**config.mk**
```make
export PLATFORM = sky130hd
export DESIGN_NAME = gpio_cmd_regfile_flat
export DESIGN_NICKNAME = d
export VERILOG_FILES = /design/src/rtl/gpio_cmd_regfile_if.sv /design/src/rtl/gpio_cmd_regfile.sv /design/src/flat_wrapper.sv
export SDC_FILE = /design/constraint.sdc
export NUM_CORES = 1
export LEC_CHECK = 0
export BUFFER_PORTS_ARGS = -buffer_cell sky130_fd_sc_hd__buf_2
export CAP_MARGIN = 20
export CORE_ASPECT_RATIO = 0.5
export CORE_UTILIZATION = 40
export DETAILED_ROUTE_END_ITERATION = 8
export PLACE_DENSITY = 0.66
export SYNTH_ARGS = -nofsm -noshare
export SYNTH_HDL_FRONTEND = slang
export SYNTH_SLANG_ARGS = --single-unit
```
**constraint.sdc**
```tcl
create_clock -name clk -period 2.15 [get_ports clk]
set_input_delay 0.3225 -clock clk [delete_from_list [all_inputs] [get_ports clk]]
set_output_delay 0.3225 -clock clk [all_outputs]
set_load 0.01 [all_outputs]
```
**src/rtl/gpio_cmd_regfile_if.sv**
```systemverilog
// GPIO command/readback word pair between the microcontroller and the register file.
interface gpio_cmd_regfile_if;
  logic [31:0] i_gpio_to_regf;
  logic [31:0] o_regf_to_gpio;

  modport master (output i_gpio_to_regf, input o_regf_to_gpio);
  modport slave  (input i_gpio_to_regf, output o_regf_to_gpio);
endinterface

```
**src/rtl/gpio_cmd_regfile.sv**
```systemverilog
// Command-decoded register file: edge-triggered command accept, self-timed soft
// reset pulse, atomic counter snapshot and registered readback with status.
module gpio_cmd_regfile #(
  parameter logic signed [7:0] SIGMA_INIT    = 8'sh1C,
  parameter int unsigned       RAM_DEPTH     = 32768,
  parameter int unsigned       NUM_CNT       = 4,
  parameter int unsigned       NBT_CNT       = 64,
  parameter int unsigned       RST_PULSE_LEN = 16,
  parameter logic [7:0]        VERSION       = 8'h02,
  localparam int unsigned      AW            = $clog2(RAM_DEPTH)
) (
  input  logic                       clk,
  input  logic                       i_rst_n,
  gpio_cmd_regfile_if.slave          gpio,
  input  logic [NUM_CNT*NBT_CNT-1:0] i_cnt,
  input  logic [31:0]                i_data_ram_for_read,
  output logic                       o_rst_soft,
  output logic                       o_en_rx_soft,
  output logic signed [7:0]          o_sigma,
  output logic [1:0]                 o_sel_ch_taps,
  output logic [2:0]                 o_data_sel_for_log,
  output logic                       o_en_write,
  output logic                       o_en_read_from_ram,
  output logic [AW-1:0]              o_read_adrs
);

  localparam int unsigned  WPC      = NBT_CNT / 32;
  localparam int unsigned  RCW      = $clog2(RST_PULSE_LEN + 1);
  localparam logic [RCW-1:0] RST_LOAD = RCW'(RST_PULSE_LEN);
  localparam logic [7:0]   NUM8     = 8'(NUM_CNT);
  localparam logic [7:0]   WPC8     = 8'(WPC);

  typedef enum logic [7:0] {
    OP_SOFT_RST  = 8'h01,
    OP_RX_EN     = 8'h02,
    OP_SIGMA     = 8'h03,
    OP_TAPS      = 8'h04,
    OP_LOG       = 8'h06,
    OP_RAM_RD    = 8'h07,
    OP_SNAP      = 8'h08,
    OP_CNT_RD    = 8'h09,
    OP_STATUS_RD = 8'h0A,
    OP_CLR       = 8'h0B
  } op_t;

  typedef enum logic [1:0] {
    SRC_NONE,
    SRC_RAM,
    SRC_CNT,
    SRC_STATUS
  } src_t;

  logic                       strb_d;
  logic                       accept;
  logic [7:0]                 opcode;
  logic [RCW-1:0]             rst_cnt;
  logic [NUM_CNT*NBT_CNT-1:0] shadow;
  logic                       snap_valid;
  logic                       bad_op;
  logic                       bad_idx;
  logic [7:0]                 cnt_idx;
  logic [7:0]                 word_idx;
  src_t                       src_q;
  src_t                       src_d;
  logic [31:0]                cnt_word;
  logic [31:0]                rd_next;

  assign opcode     = gpio.i_gpio_to_regf[31:24];
  assign accept     = gpio.i_gpio_to_regf[23] & ~strb_d;
  assign o_rst_soft = (rst_cnt != '0);

  // Strobe edge detect, soft-reset timer, control registers, shadows and sticky flags.
  always_ff @(posedge clk or negedge i_rst_n) begin
    if (!i_rst_n) begin
      strb_d             <= 1'b1;
      rst_cnt            <= RST_LOAD;
      o_en_rx_soft       <= 1'b1;
      o_sigma            <= SIGMA_INIT;
      o_sel_ch_taps      <= '0;
      o_data_sel_for_log <= '0;
      o_en_write         <= 1'b0;
      o_en_read_from_ram <= 1'b0;
      o_read_adrs        <= '0;
      shadow             <= '0;
      snap_valid         <= 1'b0;
      bad_op             <= 1'b0;
      bad_idx            <= 1'b0;
      cnt_idx            <= '0;
      word_idx           <= '0;
    end else begin
      strb_d <= gpio.i_gpio_to_regf[23];

      if (accept && opcode == OP_SOFT_RST) begin
        rst_cnt <= RST_LOAD;
      end else if (rst_cnt != '0) begin
        rst_cnt <= rst_cnt - RCW'(1);
      end

      if (accept) begin
        case (opcode)
          OP_SOFT_RST:  begin end
          OP_RX_EN:     o_en_rx_soft <= gpio.i_gpio_to_regf[0];
          OP_SIGMA:     o_sigma <= gpio.i_gpio_to_regf[7:0];
          OP_TAPS:      o_sel_ch_taps <= gpio.i_gpio_to_regf[1:0];
          OP_LOG: begin
            o_data_sel_for_log <= gpio.i_gpio_to_regf[2:0];
            o_en_write         <= gpio.i_gpio_to_regf[3];
          end
          OP_RAM_RD: begin
            o_read_adrs        <= gpio.i_gpio_to_regf[AW-1:0];
            o_en_read_from_ram <= gpio.i_gpio_to_regf[16];
          end
          OP_SNAP: begin
            shadow     <= i_cnt;
            snap_valid <= 1'b1;
          end
          OP_CNT_RD: begin
            cnt_idx  <= gpio.i_gpio_to_regf[15:8];
            word_idx <= gpio.i_gpio_to_regf[7:0];
            if (gpio.i_gpio_to_regf[15:8] >= NUM8 || gpio.i_gpio_to_regf[7:0] >= WPC8) begin
              bad_idx <= 1'b1;
            end
          end
          OP_STATUS_RD: begin end
          OP_CLR: begin
            bad_op     <= 1'b0;
            bad_idx    <= 1'b0;
            snap_valid <= 1'b0;
          end
          default:      bad_op <= 1'b1;
        endcase
      end
    end
  end

  // Readback source state register.
  always_ff @(posedge clk or negedge i_rst_n) begin
    if (!i_rst_n) begin
      src_q <= SRC_NONE;
    end else begin
      src_q <= src_d;
    end
  end

  // Readback source selection from accepted read commands.
  always_comb begin
    src_d = src_q;
    if (accept) begin
      case (opcode)
        OP_RAM_RD:    src_d = gpio.i_gpio_to_regf[16] ? SRC_RAM : SRC_NONE;
        OP_CNT_RD:    src_d = SRC_CNT;
        OP_STATUS_RD: src_d = SRC_STATUS;
        default:      src_d = src_q;
      endcase
    end
  end

  // Shadow word select; an index pair that matches no slot yields zero.
  always_comb begin
    cnt_word = '0;
    for (int unsigned n = 0; n < NUM_CNT; n++) begin
      for (int unsigned w = 0; w < WPC; w++) begin
        if (cnt_idx == 8'(n) && word_idx == 8'(w)) begin
          cnt_word = shadow[n*NBT_CNT + w*32 +: 32];
        end
      end
    end
  end

  // Readback word mux for the current source.
  always_comb begin
    rd_next = '0;
    case (src_q)
      SRC_NONE:   rd_next = '0;
      SRC_RAM:    rd_next = i_data_ram_for_read;
      SRC_CNT:    rd_next = cnt_word;
      SRC_STATUS: rd_next = {VERSION, NUM8, WPC8, 4'b0, bad_op, bad_idx, snap_valid, o_rst_soft};
      default:    rd_next = '0;
    endcase
  end

  // Registered readback.
  always_ff @(posedge clk or negedge i_rst_n) begin
    if (!i_rst_n) begin
      gpio.o_regf_to_gpio <= '0;
    end else begin
      gpio.o_regf_to_gpio <= rd_next;
    end
  end

endmodule
```
**src/flat_wrapper.sv**
```systemverilog
// flat-port wrapper written by rule: the top's interface ports become plain ports
module gpio_cmd_regfile_flat 
#(
  parameter logic signed [7:0] SIGMA_INIT    = 8'sh1C,
  parameter int unsigned       RAM_DEPTH     = 32768,
  parameter int unsigned       NUM_CNT       = 4,
  parameter int unsigned       NBT_CNT       = 64,
  parameter int unsigned       RST_PULSE_LEN = 16,
  parameter logic [7:0]        VERSION       = 8'h02,
  localparam int unsigned      AW            = $clog2(RAM_DEPTH)
)
  (clk, i_rst_n, i_cnt, i_data_ram_for_read, o_rst_soft, o_en_rx_soft, o_sigma, o_sel_ch_taps, o_data_sel_for_log, o_en_write, o_en_read_from_ram, o_read_adrs, gpio_i_gpio_to_regf, gpio_o_regf_to_gpio);
  gpio_cmd_regfile_if gpio_i ();
  input  logic clk;
  input  logic i_rst_n;
  input  logic [NUM_CNT*NBT_CNT-1:0] i_cnt;
  input  logic [31:0] i_data_ram_for_read;
  output logic o_rst_soft;
  output logic o_en_rx_soft;
  output logic signed [7:0] o_sigma;
  output logic [1:0] o_sel_ch_taps;
  output logic [2:0] o_data_sel_for_log;
  output logic o_en_write;
  output logic o_en_read_from_ram;
  output logic [AW-1:0] o_read_adrs;
  input wire logic [$bits(gpio_i.i_gpio_to_regf)-1:0] gpio_i_gpio_to_regf;
  output wire logic [$bits(gpio_i.o_regf_to_gpio)-1:0] gpio_o_regf_to_gpio;
  assign gpio_i.i_gpio_to_regf = gpio_i_gpio_to_regf;
  assign gpio_o_regf_to_gpio = gpio_i.o_regf_to_gpio;
  gpio_cmd_regfile #(.SIGMA_INIT(SIGMA_INIT), .RAM_DEPTH(RAM_DEPTH), .NUM_CNT(NUM_CNT), .NBT_CNT(NBT_CNT), .RST_PULSE_LEN(RST_PULSE_LEN), .VERSION(VERSION)) u_core (.clk(clk), .i_rst_n(i_rst_n), .gpio(gpio_i), .i_cnt(i_cnt), .i_data_ram_for_read(i_data_ram_for_read), .o_rst_soft(o_rst_soft), .o_en_rx_soft(o_en_rx_soft), .o_sigma(o_sigma), .o_sel_ch_taps(o_sel_ch_taps), .o_data_sel_for_log(o_data_sel_for_log), .o_en_write(o_en_write), .o_en_read_from_ram(o_en_read_from_ram), .o_read_adrs(o_read_adrs));
endmodule
```
== After elaboration in Yosys (flattened, before gate mapping) ==
Index checks and enable logic that the tools add are counted.
Word-level totals
  bits in registers: 346
  input bits: 322
  output and inout port bits: 64
  word-level logic and storage cells: 88
Operators by class
  add/subtract/negate cells: 1
  order comparisons: 2
  equality and inequality tests: 18
  mux-type cells: 17
  bitwise gates (word level): 3
  reductions and logical operators: 30
Operators by type and width (number)
  $mux 32: 8
  $pmux 32 s4: 1
  $eq 8x2->1 const B: 4
  $eq 8x4->1 const B: 4
  $eq 8x1->1 const B: 3
  $eq 8x3->1 const B: 3
  $reduce_and 2->1: 10
  $logic_not 8->1: 2
  $mux 5: 2
  $logic_and 1x1->1: 9
  $reduce_or 9->1: 1
  $ge 8x2->1 const B: 1
  $ge 8x3->1 const B: 1
  $pmux 1 s2: 3
  $pmux 2 s3: 1
  $reduce_bool 2->1: 3
  $reduce_bool 5->1: 1
  $sub 5x1->5 const B: 1
  $eq 2x2->1 const B: 2
  $reduce_and 3->1: 1
  $reduce_bool 3->1: 1
  $eq 2x1->1 const B: 1
  $logic_not 2->1: 1
  $mux 1: 2
  other kinds (4): 5

== Longest topological paths before layout ==
Gate-level depths: netlist of the first run.
  depth after elaboration: 11
  depth in mapped cells: 8
  gate-level depth less buffers: 8

== Least setup slack after synthesis of the first run ==
OpenSTA, ideal clock, no wires.
  kind: register to register
  start: register u_core.word_idx[5]
  end: register u_core.gpio.o_regf_to_gpio[18]
  library setup time: 124 ps
  arrival: 2104 ps
  data required time: 2026 ps
  setup slack: -78 ps
  cell stages (with the launch flop): 8
  path buffers: 2
  period minus slack after synthesis: 2228 ps
  path through: dfrtp_1 > or4_1 > buf_6 > or4_4 > buf_6 > o31a_1 > a21oi_1 > a21oi_1
Between the ends
  longest elaborated chain between the ends: 11
  elaborated cells between the ends (all ways): 19
  those cells by class: 1 x eq/ne; 9 x mux; 9 x reduce/logical
Ends and longest elaborated chain
  from (decl): RTL line gpio_cmd_regfile.sv:62  | logic [7:0] word_idx;
  from (signal assigned): RTL line gpio_cmd_regfile.sv:119  | word_idx <= gpio.i_gpio_to_regf[7:0];
  $logic_not 8->1: RTL line gpio_cmd_regfile.sv:163  | if (cnt_idx == 8'(n) && word_idx == 8'(w)) begin
  $logic_and 1x1->1: RTL line gpio_cmd_regfile.sv:163
  $mux 32 (7 in a row): RTL line gpio_cmd_regfile.sv:163
  $mux 32 (*): RTL line gpio_cmd_regfile.sv:163
  $pmux 32 s4 (*): RTL line gpio_cmd_regfile.sv:173  | case (src_q)
  net u_core.rd_next[18]: RTL line gpio_cmd_regfile.sv:66  | logic [31:0] rd_next;
  to (signal assigned): RTL line gpio_cmd_regfile.sv:187  | gpio.o_regf_to_gpio <= rd_next;
  to (decl): RTL line gpio_cmd_regfile_if.sv:7  | modport slave (input i_gpio_to_regf, output o_regf_to_gpio);
The timed path passes the listed nets; every way through them passes the cells marked *.
A chain may end at the register's enable or synchronous reset.

== Final worst setup path of the first run ==
  start: register u_core.word_idx[6]
  end: register u_core.gpio.o_regf_to_gpio[11]
Same word-level chain as after synthesis.

==> results of run 1 <==
sequential cells by signal, indices dropped and copies added (netlist names):
signal and count:
u_core.rst_cnt 5, u_core.bad_op 1, u_core.shadow 256, u_core.cnt_idx 8
u_core.o_en_write 1, u_core.o_en_read_from_ram 1, u_core.o_sel_ch_taps 2, u_core.word_idx 8
u_core.o_read_adrs 15, u_core.o_data_sel_for_log 3, u_core.o_sigma 8, u_core.src_q 2
u_core.gpio.o_regf_to_gpio 32, u_core.o_en_rx_soft 1, u_core.strb_d 1, u_core.bad_idx 1
u_core.snap_valid 1
routing by layer:
| layer | wire [um] | GRT usage [%] |
|---|---|---|
| met5 | 12 | 0 |
| met3 | 1540 | 3.58 |
| met1 | 16900 | 25.1 |
| met2 | 24900 | 42.1 |
| met4 | 1770 | 10.6 |
layout make-up:
type                       count  area [um2]
fill                        3266       17800
sequential                   346        8670
multi-input combinational    699        6420
timing repair buffer         470        2920
clock buffer                  47         961
tap                          520         651
clock inverter                11         189
inverter                      19        71.3
antenna                       20        50.0
what timing repair did:
| action | CTS | global route |
|---|---|---|
| cloned | 1 | 1 |
| pin swaps | 22 | 16 |
| hold buffers | 19 | 0 |
| hold endpoints to repair | 45 | 0 |
| buffers inserted | 11 | 6 |
| resized for setup | 39 | 32 |
| setup endpoints to repair | 33 | 34 |
cells by family after synthesis:
kind of cell	after synthesis	share of synthesized area, %
AOI/OAI and AO/OA	170	7.27
xor gates and xnor gates	1	0.0566
adders and majority gates	1	0.0809
buffers and inverters	92	3.70
DFF	346	56.0
muxes	360	27.3
and+or+nand+nor	166	5.55
where the power goes:
part | total, W | internal [W] | switching (W)
registers | 0.00688 | 0.00674 | 0.000140
logic | 0.00164 | 0.000824 | 0.000812
clock network | 0.00629 | 0.00373 | 0.00256
total | 0.0148 | 0.0113 | 0.00351
worst max path at each step:
stage,startpoint,to
after floorplan,u_core.cnt_idx[4],u_core.gpio.o_regf_to_gpio[23]
after global placement,u_core.word_idx[6],u_core.gpio.o_regf_to_gpio[13]
after detailed placement,u_core.cnt_idx[4],u_core.gpio.o_regf_to_gpio[4]
after CTS,u_core.word_idx[5],u_core.gpio.o_regf_to_gpio[2]
after global routing,u_core.word_idx[6],u_core.gpio.o_regf_to_gpio[14]
final,u_core.word_idx[6],u_core.gpio.o_regf_to_gpio[11]
metrics by stage:
| step | worst slack [ns] | area (um2) | setup TNS (ns) |
|---|---|---|---|
| after global placement | -0.148 | 18200 | -6.40 |
| after detailed placement | -0.174 | 18200 | -13.25 |
| after global routing | -0.0984 | 19900 | -1.63 |
| after floorplan | -0.0165 | 15500 | -0.0165 |
| after CTS | -0.0615 | 19700 | -0.682 |
| final | -0.00966 | 19900 | -0.0202 |
synth_stat cells (all sizes together), types with 5 or more instances:
library cell,n
dfrtp,340
mux2,328
nand2,56
nor2,50
buf,45
o21ai,43
a21oi,33
clkbuf,28
inv,19
mux4,17
mux2i,15
o22ai,14
o31ai,13
a22oi,12
o211ai,12
nor4,8
nor3,7
a22o,6
dfstp,6
nand2b,6
nor2b,6
and2,5
nand3,5
or3,5
or4,5
==> flow_summary.yaml, run 1 <==
timing:
  setup_ws_ns: -0.00966
  setup_violations: 3
  layout_min_cycle_time_ns: 2.16
  fin_crit_sh_pct: 100
  final-hold-violation-count: 0
  fmax_ghz: 0.463
  report.final.slew_viol_count: 0
  relSlewSlack_pct: 52.4
  rsz0062_at_grt: "yes"
  worst_pin_slew_ns: 0.714
  hold_ws_ns: 0.0188
  finalClockSkew_ns: 0.0220
power_and_ir_drop:
  p_total_w: 0.0148
  power.leakage_nw: 10.1
  cellPowerDensity_nw_per_um2: 743
  peakVddDrop_mv: 0.432
global_route:
  grt_max_degree: 98
  grt_pass1_wl_um: 68100
  grt_overflow: 0
  antenna_found_initial: 20
  track_usage_pct: 22.5
  grt_pass1_vias: 12306
critical_path:
  cp.buffers_inverters: 1
  crit_cells: 6
  worstPathRequired_ns: 2.58
  worst_path_largest_cell_delay_ns: 0.63
  worstRegToRegCells: 6
  critPathArrivalTime_ns: 2.59
  worstSetupPathType: "reg2reg"
  ff2ff_setup_slack_ns: -0.01
  r2r_start: "u_core.word_idx[6]"
  critPathTopFamily: "simple AND/OR/NAND/NOR gates"
  cp-start-kind: "flip-flop"
  cp_slowest_cell: "or4_4"
  crit_chain: "or4_4 -> nor4b_4 -> buf_6 -> and2_4 -> o21ai_0 -> o31ai_1"
  r2r-end: "u_core.gpio.o_regf_to_gpio[11]"
  critPathCaptureType: "flip-flop"
  path_max_fanout: 7
floorplan:
  num_io_pins: 386
  die-area_um2: 39500
  initial_core_util_pct: 41.0
  core_area_um2: 37700
  core.rowCount: 50
  die_x_um: 280
  die_h_um: 141
route:
  drt.antenna.violating_nets: 0
  drcViolationCount: 0
  wl_per_cell_um: 21.2
  vias: 11086
  drt-initial-drc-count: 665
  wirelength_um: 45100
  drt-pass1-iter-count: 7
  viasPerCell: 5.20
run:
  max-cap-violations: 0
cts:
  clkTransAtPathRegs_ns: 0.07
  cts-root-buf: "clkbuf_16"
  cts.sinks: 346
  htreeDepth: 2
  cts_buffers: 34
  ctsLongestPathBuffers: 3
  clkLatencyLatePin_ns: 0.53
  cts_tree: "yes"
synthesis:
  ys_types: 71
  avgSynthCellArea_um2: 13.6
  ys_seq_elements: 346
  netlist_instances: 1136
  synth_area_leaders: "dfrtp_1, mux2_2, mux4_2, buf_6, nand2_1"
  async_flop_share_pct: 100
  ys_warn_count: 0
  synth_edf_count: 0
  yosysTopAreaCell: "dfrtp_1"
  ys.flop_type: "dfrtp_1"
  synth_top_area_share_pct: 55.0
  ys_seq_area_share_pct: 56.0
  synth_nets: 1459
  synthesis.area_um2: 15500
finish:
  utilization_pct: 52.8
  area_growth_pct: 28.9
  finalNetCount: 1893
  drive_gt1_share_pct: 56.8
  final_cells: 2132
  final_common_cell: "buf_2"
  final_cell_mix: "buf_2, dfrtp_1, mux2_2"
placement:
  io_buffers: 379
  gp_congestion: 0.857
  dpl.hpwl_um: 32900
  place_inst: 2019
run_status:
  violations: "setup timing"
  outcome: "finished with violations"
worst_hold_path:
  hold_depth: 2
  hp-class: "in2reg"
  hold-path-endpoint: "u_core.shadow[122]"
  hp-start: "i_cnt[122]"
(Power assumes the default switching activity.)
==> run 2: changes to the inputs <==
ABC_AREA = 1   (was not set)
PLACE_DENSITY = not set   (was 0.66)
==> run 2 against run 1 <==
The run now ends clean; worst hold slack worse by 0.0044 ns; critical path type unchanged; register-to-register slack better by 0.11 ns; via count up 7.8%; non-clock buffer count up 14; clock skew up 0.0046 ns; count of clock-buffer cells in the layout up 5; highest routed layer unchanged; critical path depth up 9; global-route usage down 0.31 points; sequential share of layout area down 1.8 points; total power down 1.9%; setup slack better by 0.11 ns; wire length up 2.7%.
==> flow_summary.yaml, run 2 <==
global_route:
  grt_overflow: 0
  grt_pass1_vias: 12222
  grt_max_degree: 61
  antenna_found_initial: 20
  grt_pass1_wl_um: 70200
  track_usage_pct: 22.2
route:
  viasPerCell: 4.77
  drt-pass1-iter-count: 7
  drcViolationCount: 0
  drt-initial-drc-count: 742
  vias: 11949
  wl_per_cell_um: 18.5
  wirelength_um: 46300
  drt.antenna.violating_nets: 0
placement:
  io_buffers: 379
  gp_congestion: 0.862
  dp_slack_ns: 0.0273
  dpl.hpwl_um: 33400
  place_inst: 2369
power_and_ir_drop:
  cellPowerDensity_nw_per_um2: 699
  peakVddDrop_mv: 0.397
  power.leakage_nw: 11.5
floorplan:
  initial_core_util_pct: 41.1
  die-area_um2: 41200
  num_io_pins: 386
  die_x_um: 286
  core_area_um2: 39300
  die_h_um: 144
  core.rowCount: 51
timing:
  layout_min_cycle_time_ns: 2.05
  finalClockSkew_ns: 0.0266
  final-hold-violation-count: 0
  relSlewSlack_pct: 62.4
  report.final.slew_viol_count: 0
  worst_pin_slew_ns: 0.564
  fin_setup_tns_ns: 0
  rsz0062_at_grt: "yes"
  hold_ws_ns: 0.0144
  fmax_ghz: 0.488
  setup_ws_ns: 0.102
  fin_crit_sh_pct: 95.3
  setup_violations: 0
synthesis:
  avgSynthCellArea_um2: 11.0
  yosysTopAreaCell: "dfrtp_1"
  synthesis.area_um2: 16100
  synth.most_common_cell: "dfrtp_1"
  ys_warn_count: 0
  synth_edf_count: 0
  async_flop_share_pct: 100
  ys.flop_type: "dfrtp_1"
  synth_area_leaders: "dfrtp_1, mux2_4, nand2_1, mux2_2, nand3_1"
  netlist_instances: 1469
  ys_seq_area_share_pct: 53.7
  ys_seq_elements: 346
  synth_top_area_share_pct: 52.7
  ys_types: 35
  synthTopCellsByCount: "dfrtp_1, nand2_1, mux2_4, nor2_1, inv_1"
  synth_nets: 1792
run_status:
  outcome: "completed"
worst_hold_path:
  hp-class: "in2reg"
finish:
  finalNetCount: 2249
  drive_gt1_share_pct: 40.5
  largest_reg_flops: 256
  top_regs: "u_core.shadow x256, u_core.gpio.o_regf_to_gpio x32, u_core.o_read_adrs x15"
  final_cells: 2503
  final_common_cell: "buf_2"
  top_register: "u_core.shadow"
  area_growth_pct: 28.7
  final_cell_mix: "buf_2, dfrtp_1, nand2_1"
cts:
  cts-root-buf: "clkbuf_16"
  cts_buffers: 36
  cts_tree: "yes"
  clkLatencyLatePin_ns: 0.54
  cts.sinks: 346
  htreeDepth: 2
  clkTransAtPathRegs_ns: 0.07
  ctsLongestPathBuffers: 3
critical_path:
  critPathCaptureType: "flip-flop"
  worst_path_largest_cell_delay_ns: 0.38
  critPathArrivalTime_ns: 2.50
  cp-start-kind: "flip-flop"
  path_max_fanout: 24
  cp_slowest_cell: "dfrtp_1"
  worstPathRequired_ns: 2.60
  crit_chain: "nor2_2 -> nand2_2 -> buf_4 -> nor2_4 -> buf_12 -> nand2_2 -> inv_2 -> buf_12 -> nand2_1 -> nand3_2 -> nor2_1 -> buf_4 -> nand4_1 -> nand2_1 -> a21oi_2"
  worstSetupPathType: "reg2reg"
run:
  max-cap-violations: 0
[run 2: cell count changes after synthesis, moves of 33 or more]
cell,delta
nand3_1,+78
inv_1,+68
o21ai_1,+33
nand2_1,+265
mux2_2,-291
nor2_1,+51
mux2_4,+200
[run 2: where the power goes]
part / internal, W / total, W / switching (W) / leakage (nW)
Combinational: 0.000633 / 0.00126 / 0.000629 / 6.28
Sequential: 0.00674 / 0.00688 / 0.000136 / 4.65
Clock: 0.00370 / 0.00639 / 0.00269 / 0.579
Total: 0.0111 / 0.0145 / 0.00345 / 11.5
[run 2: layer usage]
metal	part of all wire, %	GRT usage, %	vias up
li1	-	-	5814
met1	42	28.0	5812
met2	51	37.9	248
met3	4.2	3.90	73
met4	3.0	9.26	2
met5	0.017	0	-
[run 2: repair_timing]
item / 4_1_cts / 5_1_grt
buffers inserted: 0 / 5
endpoints found under the hold margin: 88 / 2
resized for setup: 1 / 21
setup endpoints to repair: 1 / 29
pin swaps: 0 / 2
hold buffers: 40 / 2
cloned: 0 / 2
[run 2: path summary, 6_finish.rpt]
| kind | startpoint | end | slack, ns | depth (start not counted) |
|---|---|---|---|---|
| max in group asynchronous | i_rst_n | u_core.shadow[118] | 1.01 | 3 |
| min in group asynchronous | i_rst_n | u_core.o_read_adrs[11] | 0.34 | 2 |
| min | i_data_ram_for_read[25] | u_core.gpio.o_regf_to_gpio[25] | 0.01 | 3 |
| min reg2reg | u_core.o_read_adrs[9] | u_core.o_read_adrs[9] | 0.48 | 2 |
| max | u_core.word_idx[7] | u_core.gpio.o_regf_to_gpio[31] | 0.10 | 15 |
| max reg2reg | u_core.word_idx[7] | u_core.gpio.o_regf_to_gpio[31] | 0.10 | 15 |
[run 2: final cells by class]
type	count	area, um2
multi-input cells	960	6720
fillers	3577	18500
clock buffers	52	1020
clock inverters	14	164
diodes	19	47.5
inverters	98	373
well taps	530	663
flip-flops and latches	346	8670
repair buffers	484	3140
[run 2: kinds of logic (layout without fill, tap and decap cells)]
family | count (synthesis) | in the layout | synth area share, %
adder cells (fa/ha/maj) | 1 | 1 | 0.0775
other | 0 | 19 | 0
AO/OA/AOI/OAI | 161 | 161 | 5.07
AND/OR/NAND/NOR | 560 | 560 | 14.8
buffers and inverters | 163 | 648 | 5.20
XOR/XNOR | 1 | 1 | 0.0542
flip-flops | 346 | 346 | 53.7
multiplexers | 237 | 237 | 21.2
[run 2: worst max-delay path, delay by kind of cell, from the launching register on]
family / cells / cell delay [ns]
AND/OR/NAND/NOR: 9 / 0.78
buffers and inverters: 5 / 0.67
flip-flops: 1 / 0.38
AO/OA/AOI/OAI: 1 / 0.13
[run 2: through the flow]
step	instance area [um2]	utilization, %	power, W
floorplan	16100	-	0.00748
global placement	19000	48.3	0.00816
detailed placement	19000	48.3	0.00818
CTS	20600	52.3	0.0147
global route	20800	52.9	0.0152
finish	20800	52.9	0.0145
==> run 3: changes to the inputs <==
CORE_ASPECT_RATIO = 0.8   (was 0.5)
CTS_BUF_LIST = sky130_fd_sc_hd__clkbuf_8   (was not set)
==> run 3 against run 2 <==
Critical path depth decreased by 9; register-to-register slack gained 0.05 ns; clock skew shrank 0.0025 ns.
==> flow_summary.yaml, run 3 (synthesized netlist as in run 2, its figures left out) <==
power_and_ir_drop:
  p_total_w: 0.0148
  peakVddDrop_mv: 0.377
  cellPowerDensity_nw_per_um2: 629
  power.leakage_nw: 12.7
critical_path:
  critPathCaptureType: "output pin"
  path_max_fanout: 5
  cp-start-kind: "flip-flop"
  worstSetupPathType: "reg2out"
  cp.buffers_inverters: 3
  crit_chain: "inv_1 -> ha_4 -> nand2_2 -> nor2_4 -> inv_4 -> buf_2"
  worstPathRequired_ns: 1.83
  cp_slowest_cell: "dfrtp_1"
  critPathArrivalTime_ns: 1.73
  critPathTopFamily: "flip-flops"
  worst_path_largest_cell_delay_ns: 0.40
cts:
  cts.sinks: 346
  cts_tree: "yes"
  htreeDepth: 2
  clkTransAtPathRegs_ns: 0.06
  cts-root-buf: "clkbuf_8"
  cts_buffers: 58
  clkLatencyLatePin_ns: 0.63
  ctsLongestPathBuffers: 3
global_route:
  grt_overflow: 0
  antenna_found_initial: 6
  track_usage_pct: 25.2
  grt_max_degree: 60
  grt_pass1_vias: 14793
  grt_pass1_wl_um: 80300
route:
  drt.antenna.violating_nets: 0
  wirelength_um: 52100
  vias: 13664
  drt-initial-drc-count: 672
  drcViolationCount: 0
  viasPerCell: 4.87
  drt-pass1-iter-count: 5
  wl_per_cell_um: 18.5
run_status:
  outcome: "completed"
finish:
  area_growth_pct: 45.4
  final_cell_mix: "buf_2, dfrtp_1, nand2_1"
  utilization_pct: 59.3
  largest_reg_flops: 256
  finalNetCount: 2541
  top_register: "u_core.shadow"
  top_regs: "u_core.shadow x256, u_core.gpio.o_regf_to_gpio x32, u_core.o_read_adrs x15"
  drive_gt1_share_pct: 36.6
  final_common_cell: "buf_2"
  final_cell_area_um2: 23500
timing:
  layout_min_cycle_time_ns: 2.05
  worst_pin_slew_ns: 0.553
  hold_ws_ns: 0.0500
  report.final.slew_viol_count: 0
  relSlewSlack_pct: 63.0
  setup_violations: 0
  fin_crit_sh_pct: 95.6
  fmax_ghz: 0.487
  final-hold-violation-count: 0
  finalClockSkew_ns: 0.0241
floorplan:
  core.rowCount: 65
  core_area_um2: 39600
  die_x_um: 227
  die-area_um2: 41200
  initial_core_util_pct: 40.8
  die_h_um: 182
  num_io_pins: 386
placement:
  dpl.hpwl_um: 34300
  io_buffers: 379
  gp_congestion: 0.839
  dpl_cell_area_um2: 19100
worst_hold_path:
  hp-class: "in2reg"
run:
  max-cap-violations: 0
-- run 3: cell types whose count changed in the layout (fill, tap and decap cells not counted), sizes merged --
cell and change:
diode -13, dlygate4sd3 +262, clkbuf +21, bufinv -1, inv +20, buf +10
clkinv -1
-- run 3: per-layer routing --
layer / vias to the layer above / GRT usage (%) / share of wire [%]
met5: - / 0 / 0
met4: 0 / 10.7 / 3.9
met3: 141 / 5.08 / 5.4
met2: 441 / 43.2 / 50
met1: 6696 / 30.9 / 41
li1: 6386 / - / -
-- run 3: worst min-delay path: cells and delay by family --
kind	cells	cell delay, ns
compound gates	1	0.10
buf+inv	2	0.22
-- run 3: report_power, final --
group	switching, W	internal (W)
Combinational	0.000755	0.000977
Clock	0.00279	0.00336
Sequential	0.000140	0.00675
-- run 3: cell type report --
class                           instances  area, um2
Fill cell                            3171      16100
Antenna cell                            6       15.0
Multi-Input combinational cell        960       6720
Sequential cell                       346       8670
Tap cell                              536        671
Clock buffer                           75       1030
Inverter                               98        388
Timing Repair Buffer                  754       5800
Clock inverter                         32        191
-- run 3: timing repair --
action	in CTS	in global routing
hold endpoints to repair	382	0
gates resized for setup	3	33
cloned	0	0
hold buffers	304	0
buffers inserted	2	3
setup endpoints to repair	3	26
pin swaps	1	5
-- run 3: final timing paths --
check / startpoint / endpoint / slack (ns) / cells after the start
max in group asynchronous: i_rst_n / u_core.o_sigma[4] / 1.21 / 3
worst max register to register: u_core.cnt_idx[7] / u_core.gpio.o_regf_to_gpio[16] / 0.15 / 13
worst max-delay path: u_core.rst_cnt[1] / o_rst_soft / 0.1 / 6
min in group asynchronous: i_rst_n / u_core.shadow[7] / 0.19 / 2
worst min register to register: u_core.cnt_idx[7] / u_core.cnt_idx[7] / 0.48 / 2
worst min-delay path: gpio_i_gpio_to_regf[2] / u_core.o_sigma[2] / 0.05 / 3
-- run 3: through the flow --
step / setup TNS [ns] / worst slack (ns) / cells
after floorplan: 0 / 0.477 / 1469
after global placement: -0.0208 / -0.0208 / 2385
after detailed placement: -0.00196 / -0.00196 / 2385
after CTS: 0 / 0.0132 / 2798
after global routing: -0.0224 / -0.0224 / 2806
final: 0 / 0.0955 / 2807
